$ cat src/rtl/uart_pkg.sv
// Shared types and helpers for the UART transmit path.
//   uart_tx_state_e : transmit FSM states
//   baud_cycles()   : clock cycles per line bit (integer divide)
//   UART_DATA_BITS  : payload bits per frame
package uart_pkg;

  localparam int unsigned UART_DATA_BITS = 8;

  typedef enum logic [2:0] {
    StIdle,
    StStart,
    StData,
    StPar,
    StStop
  } uart_tx_state_e;

  function automatic int unsigned baud_cycles(int unsigned clk_freq, int unsigned baud);
    return clk_freq / baud;
  endfunction

endpackage

$ cat src/rtl/uart_tx_if.sv
// Bus-side handshake and line signals of the UART transmitter.
//   send   : level-sensitive transmit request (master -> slave)
//   din    : byte to transmit, sampled at frame start (master -> slave)
//   busy   : frame in progress (slave -> master)
//   tx_out : serial line, idle high (slave -> master)
//   done   : one-cycle pulse after the stop bit (slave -> master)
interface uart_tx_if;
  import uart_pkg::*;

  logic                      send;
  logic [UART_DATA_BITS-1:0] din;
  logic                      busy;
  logic                      tx_out;
  logic                      done;

  modport master (
    output send,
    output din,
    input  busy,
    input  tx_out,
    input  done
  );

  modport slave (
    input  send,
    input  din,
    output busy,
    output tx_out,
    output done
  );

endinterface

$ cat src/rtl/uart_baud_timer.sv
// Bit-period timer: counts 0..BAUD_CLOCK_CYCLES-1 while enabled and wraps.
//   clk  : system clock
//   rst  : asynchronous active-high reset
//   clr  : synchronous clear (takes priority over en)
//   en   : count enable
//   tick : high on the last cycle of each bit period
module uart_baud_timer #(
  parameter int unsigned BAUD_CLOCK_CYCLES = 5208
) (
  input  logic clk,
  input  logic rst,
  input  logic clr,
  input  logic en,
  output logic tick
);

  localparam int unsigned CntW = (BAUD_CLOCK_CYCLES > 1) ? $clog2(BAUD_CLOCK_CYCLES) : 1;
  localparam logic [CntW-1:0] CntMax = CntW'(BAUD_CLOCK_CYCLES - 1);

  logic [CntW-1:0] cnt_q, cnt_d;

  assign tick = en && (cnt_q == CntMax);

  always_comb begin
    cnt_d = cnt_q;
    if (clr) begin
      cnt_d = '0;
    end else if (en) begin
      cnt_d = tick ? '0 : cnt_q + 1'b1;
    end
  end

  always_ff @(posedge clk or posedge rst) begin
    if (rst) begin
      cnt_q <= '0;
    end else begin
      cnt_q <= cnt_d;
    end
  end

endmodule

$ cat src/rtl/uart_tx.sv
// UART transmitter: start bit, 8 data bits LSB first, parity bit, stop bit.
//   clk    : system clock, rising edge
//   rst    : asynchronous active-high reset
//   bus_io : uart_tx_if slave modport (send/din in, busy/tx_out/done out)
// Build option: define UART_TX_TWO_STOP_EN for two stop bits (12-bit frame).
// tx_out, busy and done are registered from the next-state values, so tx_out
// changes on the same edge that samples send.
module uart_tx
  import uart_pkg::*;
#(
  parameter int unsigned CLK_FREQUENCY = 100_000_000,
  parameter int unsigned BAUD_RATE     = 19_200,
  parameter int unsigned PARITY        = 1
) (
  input  logic     clk,
  input  logic     rst,
  uart_tx_if.slave bus_io
);

  localparam int unsigned BaudCycles = baud_cycles(CLK_FREQUENCY, BAUD_RATE);
  localparam logic [2:0]  LastBit    = 3'(UART_DATA_BITS - 1);

  uart_tx_state_e            state_q, state_d;
  logic [UART_DATA_BITS-1:0] shift_q, shift_d;
  logic [2:0]                bit_cnt_q, bit_cnt_d;
  logic                      par_q, par_d;
  logic                      tx_out_q, tx_out_d;
  logic                      busy_q, busy_d;
  logic                      done_q, done_d;
  logic                      tick;
  logic                      stop_last;

  uart_baud_timer #(
    .BAUD_CLOCK_CYCLES(BaudCycles)
  ) u_baud_timer (
    .clk (clk),
    .rst (rst),
    .clr (state_d != state_q),
    .en  (state_q != StIdle),
    .tick(tick)
  );

  // bit_cnt has wrapped to 0 after the data bits, so it doubles as the stop-bit counter.
`ifdef UART_TX_TWO_STOP_EN
  assign stop_last = (bit_cnt_q == 3'd1);
`else
  assign stop_last = 1'b1;
`endif

  // State and datapath registers.
  always_ff @(posedge clk or posedge rst) begin
    if (rst) begin
      state_q   <= StIdle;
      shift_q   <= '0;
      bit_cnt_q <= '0;
      par_q     <= 1'b0;
      tx_out_q  <= 1'b1;
      busy_q    <= 1'b0;
      done_q    <= 1'b0;
    end else begin
      state_q   <= state_d;
      shift_q   <= shift_d;
      bit_cnt_q <= bit_cnt_d;
      par_q     <= par_d;
      tx_out_q  <= tx_out_d;
      busy_q    <= busy_d;
      done_q    <= done_d;
    end
  end

  // Next-state and datapath update.
  always_comb begin
    state_d   = state_q;
    shift_d   = shift_q;
    bit_cnt_d = bit_cnt_q;
    par_d     = par_q;
    unique case (state_q)
      StIdle: begin
        if (bus_io.send) begin
          shift_d   = bus_io.din;
          par_d     = (^bus_io.din) ^ PARITY[0];
          bit_cnt_d = '0;
          state_d   = StStart;
        end
      end
      StStart: begin
        if (tick) state_d = StData;
      end
      StData: begin
        if (tick) begin
          shift_d   = shift_q >> 1;
          bit_cnt_d = bit_cnt_q + 3'd1;
          if (bit_cnt_q == LastBit) state_d = StPar;
        end
      end
      StPar: begin
        if (tick) state_d = StStop;
      end
      StStop: begin
        if (tick) begin
          if (stop_last) begin
            bit_cnt_d = '0;
            state_d   = StIdle;
          end else begin
            bit_cnt_d = bit_cnt_q + 3'd1;
          end
        end
      end
      default: state_d = StIdle;
    endcase
  end

  // Output values for the coming cycle, derived from the next state.
  always_comb begin
    tx_out_d = 1'b1;
    unique case (state_d)
      StIdle:  tx_out_d = 1'b1;
      StStart: tx_out_d = 1'b0;
      StData:  tx_out_d = shift_d[0];
      StPar:   tx_out_d = par_d;
      StStop:  tx_out_d = 1'b1;
      default: tx_out_d = 1'b1;
    endcase
    busy_d = (state_d != StIdle);
    done_d = (state_q == StStop) && (state_d == StIdle);
  end

  assign bus_io.tx_out = tx_out_q;
  assign bus_io.busy   = busy_q;
  assign bus_io.done   = done_q;

endmodule

$ cat src/flat_wrapper.sv
// flat-port wrapper written by rule: the top's interface ports become plain ports
module uart_tx_flat import uart_pkg::*;
#(
  parameter int unsigned CLK_FREQUENCY = 100_000_000,
  parameter int unsigned BAUD_RATE     = 19_200,
  parameter int unsigned PARITY        = 1
)
  (clk, rst, bus_io_send, bus_io_din, bus_io_busy, bus_io_tx_out, bus_io_done);
  uart_tx_if bus_io_i ();
  input  logic clk;
  input  logic rst;
  input wire logic [$bits(bus_io_i.send)-1:0] bus_io_send;
  input wire logic [$bits(bus_io_i.din)-1:0] bus_io_din;
  output wire logic [$bits(bus_io_i.busy)-1:0] bus_io_busy;
  output wire logic [$bits(bus_io_i.tx_out)-1:0] bus_io_tx_out;
  output wire logic [$bits(bus_io_i.done)-1:0] bus_io_done;
  assign bus_io_i.send = bus_io_send;
  assign bus_io_i.din = bus_io_din;
  assign bus_io_busy = bus_io_i.busy;
  assign bus_io_tx_out = bus_io_i.tx_out;
  assign bus_io_done = bus_io_i.done;
  uart_tx #(.CLK_FREQUENCY(CLK_FREQUENCY), .BAUD_RATE(BAUD_RATE), .PARITY(PARITY)) u_core (.clk(clk), .rst(rst), .bus_io(bus_io_i));
endmodule
$ cat config.mk
export PLATFORM = sky130hd
export DESIGN_NAME = uart_tx_flat
export DESIGN_NICKNAME = d
export VERILOG_FILES = /design/src/rtl/uart_pkg.sv /design/src/rtl/uart_tx_if.sv /design/src/rtl/uart_baud_timer.sv /design/src/rtl/uart_tx.sv /design/src/flat_wrapper.sv
export SDC_FILE = /design/constraint.sdc
export NUM_CORES = 1
export LEC_CHECK = 0
export BUFFER_PORTS_ARGS = -buffer_cell sky130_fd_sc_hd__buf_2
export CAP_MARGIN = 40
export CORE_ASPECT_RATIO = 1.75
export CORE_MARGIN = 2
export CORE_UTILIZATION = 40
export CTS_BUF_LIST = sky130_fd_sc_hd__clkbuf_4 sky130_fd_sc_hd__clkbuf_8 sky130_fd_sc_hd__clkbuf_16
export CTS_CLUSTER_DIAMETER = 50
export DETAILED_ROUTE_END_ITERATION = 16
export SLEW_MARGIN = 30
export SYNTH_ARGS = -nofsm -noshare
export SYNTH_HDL_FRONTEND = slang
export SYNTH_SLANG_ARGS = --single-unit
$ cat constraint.sdc
create_clock -name clk -period 2.1 [get_ports clk]
set_input_delay 0.21 -clock clk [delete_from_list [all_inputs] [get_ports clk]]
set_output_delay 0.21 -clock clk [all_outputs]
set_load 0.01 [all_outputs]
==> reports/qor.txt <==
Outcome - finished with violations
Failing checks - hold timing
Starting Density - 0.4142
CTS tree - yes
Power density cells - 801.1 mW/mm²
Unique masters post-synth - 40
Layout cells sized above 1 - 0.2126
Seq/Total Area, Yosys - 0.4563
FF+latch count, synth - 31
Largest net degree at the start of global routing - 32
P_leak - 0.0008388 µW
Pwr Total - 1556 µW
Core area - 0.004111 mm²
Via Count - 1,450
Maximum VDD drop - 0.4059 mV
Data arrival, critical path - 2160 ps
CTS root buf - clkbuf_8
Synth-to-Final Area Change - 14.03%
Top post-synthesis cells by count - nand2_1, dfrtp_1, o21ai_0, nor2_1
Crit path time final - 1950 ps
Synth async-reset ratio - 1.000
Port bufs - 13
ANT nets after route - 0
Hold Worst Slack - -12.50 ps
RSZ-0062 raised after global routing - no
CTS clk-pin slew, worst paths - 70 ps
Synth top area cells - dfrtp_1, nand2_1, o21ai_0
Vias in the first global route - 1,495
Max-slew violations - 0
Core Util, Final - 0.4723
Type of the worst setup path - reg -> reg
Max Clock Skew - 6.494 ps
Tot GR Track Use - 0.1864
Worst-Skew Late Latency - 280 ps
Antenna diodes - 0
R2r endpoint - u_core.u_baud_timer.cnt_q[10]$_DFFE_PP0P_
Endpoints failing setup - 0
Clock buffer count from CTS - 5
Placer Congestion - 0.7843
Setup Total Neg Slack - 0 ps
Die width - 53.32 µm
Finished Cell Area - 0.001942 mm²
Top-count cell post-synth - nand2_1
Hold Crit Class - in -> async
Critical Path End - u_core.u_baud_timer.cnt_q[10]$_DFFE_PP0P_
Max_slew headroom - 0.6230
Yosys top cell area share - 0.4409
Routed wire length per instance - 14.99 µm
Resized cells post-CTS - 0
Post-CTS Setup Inserts - 0
Fmax - 512.8 MHz
Startpoint Class - flip-flop
Slew @ Worst Pin - 564.0 ps
Worst-case clock buffer depth - 2
NumNets Final - 220
Final hold vios - 17
# H-tree levels - 2
Iteration-0 DRC Markers - 46
Mapped Cells - 184
Avg Vias per Cell - 5.664
Worst r2r src - u_core.u_baud_timer.cnt_q[0]$_DFFE_PP0P_
Initial antenna violation count - 0
Crit end category - flip-flop
Area of the multi-input gates - 859.6 µm²
Prevailing post-synth register cell - dfrtp_1
Hold Buf Count CTS - 0
Post-synth top area cell - dfrtp_1
Gr ovfl total - 0
Number of flops mapped to enable cells by yosys - 0
# fillers - 418
Drt drc - 0
Synth warnings - 0
Clock Sinks - 31
Post-DP HPWL - 3.001 mm
CP required - 2310 ps
Syn_area_per_cell - 9.255 µm²
Die Y - 90.32 µm
CP max FO - 8
Routed Wire Length - 3.837 mm
Syn_nets - 198
Non-filler cells, final - 256
R2r worst-path depth - 6
I/O Pins - 14
Die area - 0.004816 mm²
Max Cap Viol - 0
Register area - 777.0 µm²
Placed cell count - 248
Mapped Area - 0.001703 mm²
Critical path origin - u_core.u_baud_timer.cnt_q[0]$_DFFE_PP0P_
Cell Rows - 31
Reg2reg setup slack - 150 ps
First-pass GRT wire length - 6.596 mm
DR pass1 iterations - 4
Dpl cell area - 0.001851 mm²
Final Cycle Share - 0.9286
[metal layers]
layer,track usage,wire [µm],up-vias
li1,-,-,697
met1,0.1871,1373,700
met2,0.3302,2180,40
met3,0.04305,137,13
met4,0.1026,144,0
met5,0,0,-
[area by class of cell]
type                    count  share of cell area
well taps                  49             0.03157
flip-flops and latches     31              0.4001
multi-input cells         140              0.4427
clock buffers               5             0.03544
inverters                   6             0.01160
repair buffers             22             0.06830
clock inverters             3             0.01031
[logic make-up after synthesis]
family,share of synthesized area
AOI/OAI and AO/OA,0.1594
DFF,0.4563
adders and majority gates,0.02204
xor gates and xnor gates,0.05658
buffers and inverters,0.04408
muxes,0.005878
and+or+nand+nor,0.2557
[through the flow]
step | worst slack [ps] | hold slack (ps)
after floorplan | 138.6 | 312.8
after global placement | 177.1 | 303.4
after detailed placement | 126.4 | 313.8
after CTS | 98.95 | 0.2551
after global routing | 52.89 | 24.68
final | 149.9 | -12.50
[layout by cell type (no fill, tap or decap), types with 2 or more instances in the layout]
cell,netlist,routed
inv_1,6,6
or3_1,4,4
and4_1,2,2
nand3_1,5,5
nor3b_1,2,2
xor2_1,3,3
a21oi_1,8,8
nor3_1,4,4
and3_1,4,4
buf_2,3,13
nor4b_2,2,2
clkinvlp_4,0,2
ha_1,3,3
xnor2_1,8,8
o21ai_2,3,3
nand2_1,36,36
a22oi_1,6,6
buf_4,0,9
clkbuf_8,0,5
nand4_1,3,3
nor2_1,11,11
o21ai_0,17,17
dfrtp_1,30,30
o31ai_1,2,2
[worst max-delay path, stage by stage (launching register included)]
cell	delay, ps
dfrtp_1	430
ha_1	260
and4b_4	220
and3_1	240
or2_4	310
or3_1	360
o21ai_2	60
[sequential cells by signal, summed over array words and instances, names as in the netlist]
| name | flops |
|---|---|
| u_core.par_q | 1 |
| u_core.bus_io.done | 1 |
| u_core.bus_io.tx_out | 1 |
| u_core.shift_q | 8 |
| u_core.bus_io.busy | 1 |
| u_core.state_q | 3 |
| u_core.u_baud_timer.cnt_q | 13 |
| u_core.bit_cnt_q | 3 |
[worst min path at each step]
| stage | start | to | slack (ps) | depth (start not counted) |
|---|---|---|---|---|
| after floorplan | rst | u_core.bit_cnt_q[0]$_DFFE_PP0P_ | 310 | 1 |
| after global placement | rst | u_core.bit_cnt_q[0]$_DFFE_PP0P_ | 300 | 3 |
| after detailed placement | rst | u_core.bit_cnt_q[2]$_DFFE_PP0P_ | 310 | 3 |
| after CTS | rst | u_core.shift_q[4]$_DFFE_PP0P_ | 0.3 | 3 |
| after global routing | rst | u_core.u_baud_timer.cnt_q[2]$_DFFE_PP0P_ | 20 | 3 |
| final | rst | u_core.bit_cnt_q[2]$_DFFE_PP0P_ | -10 | 3 |
[where the power goes]
part	internal (µW)	leakage, µW	switching [µW]
registers	702	0.000384	127
clock network	230	0.0000402	234
logic	127	0.000415	135
total	1060	0.000839	496
Note: power is estimated with default switching activity, not from simulation.
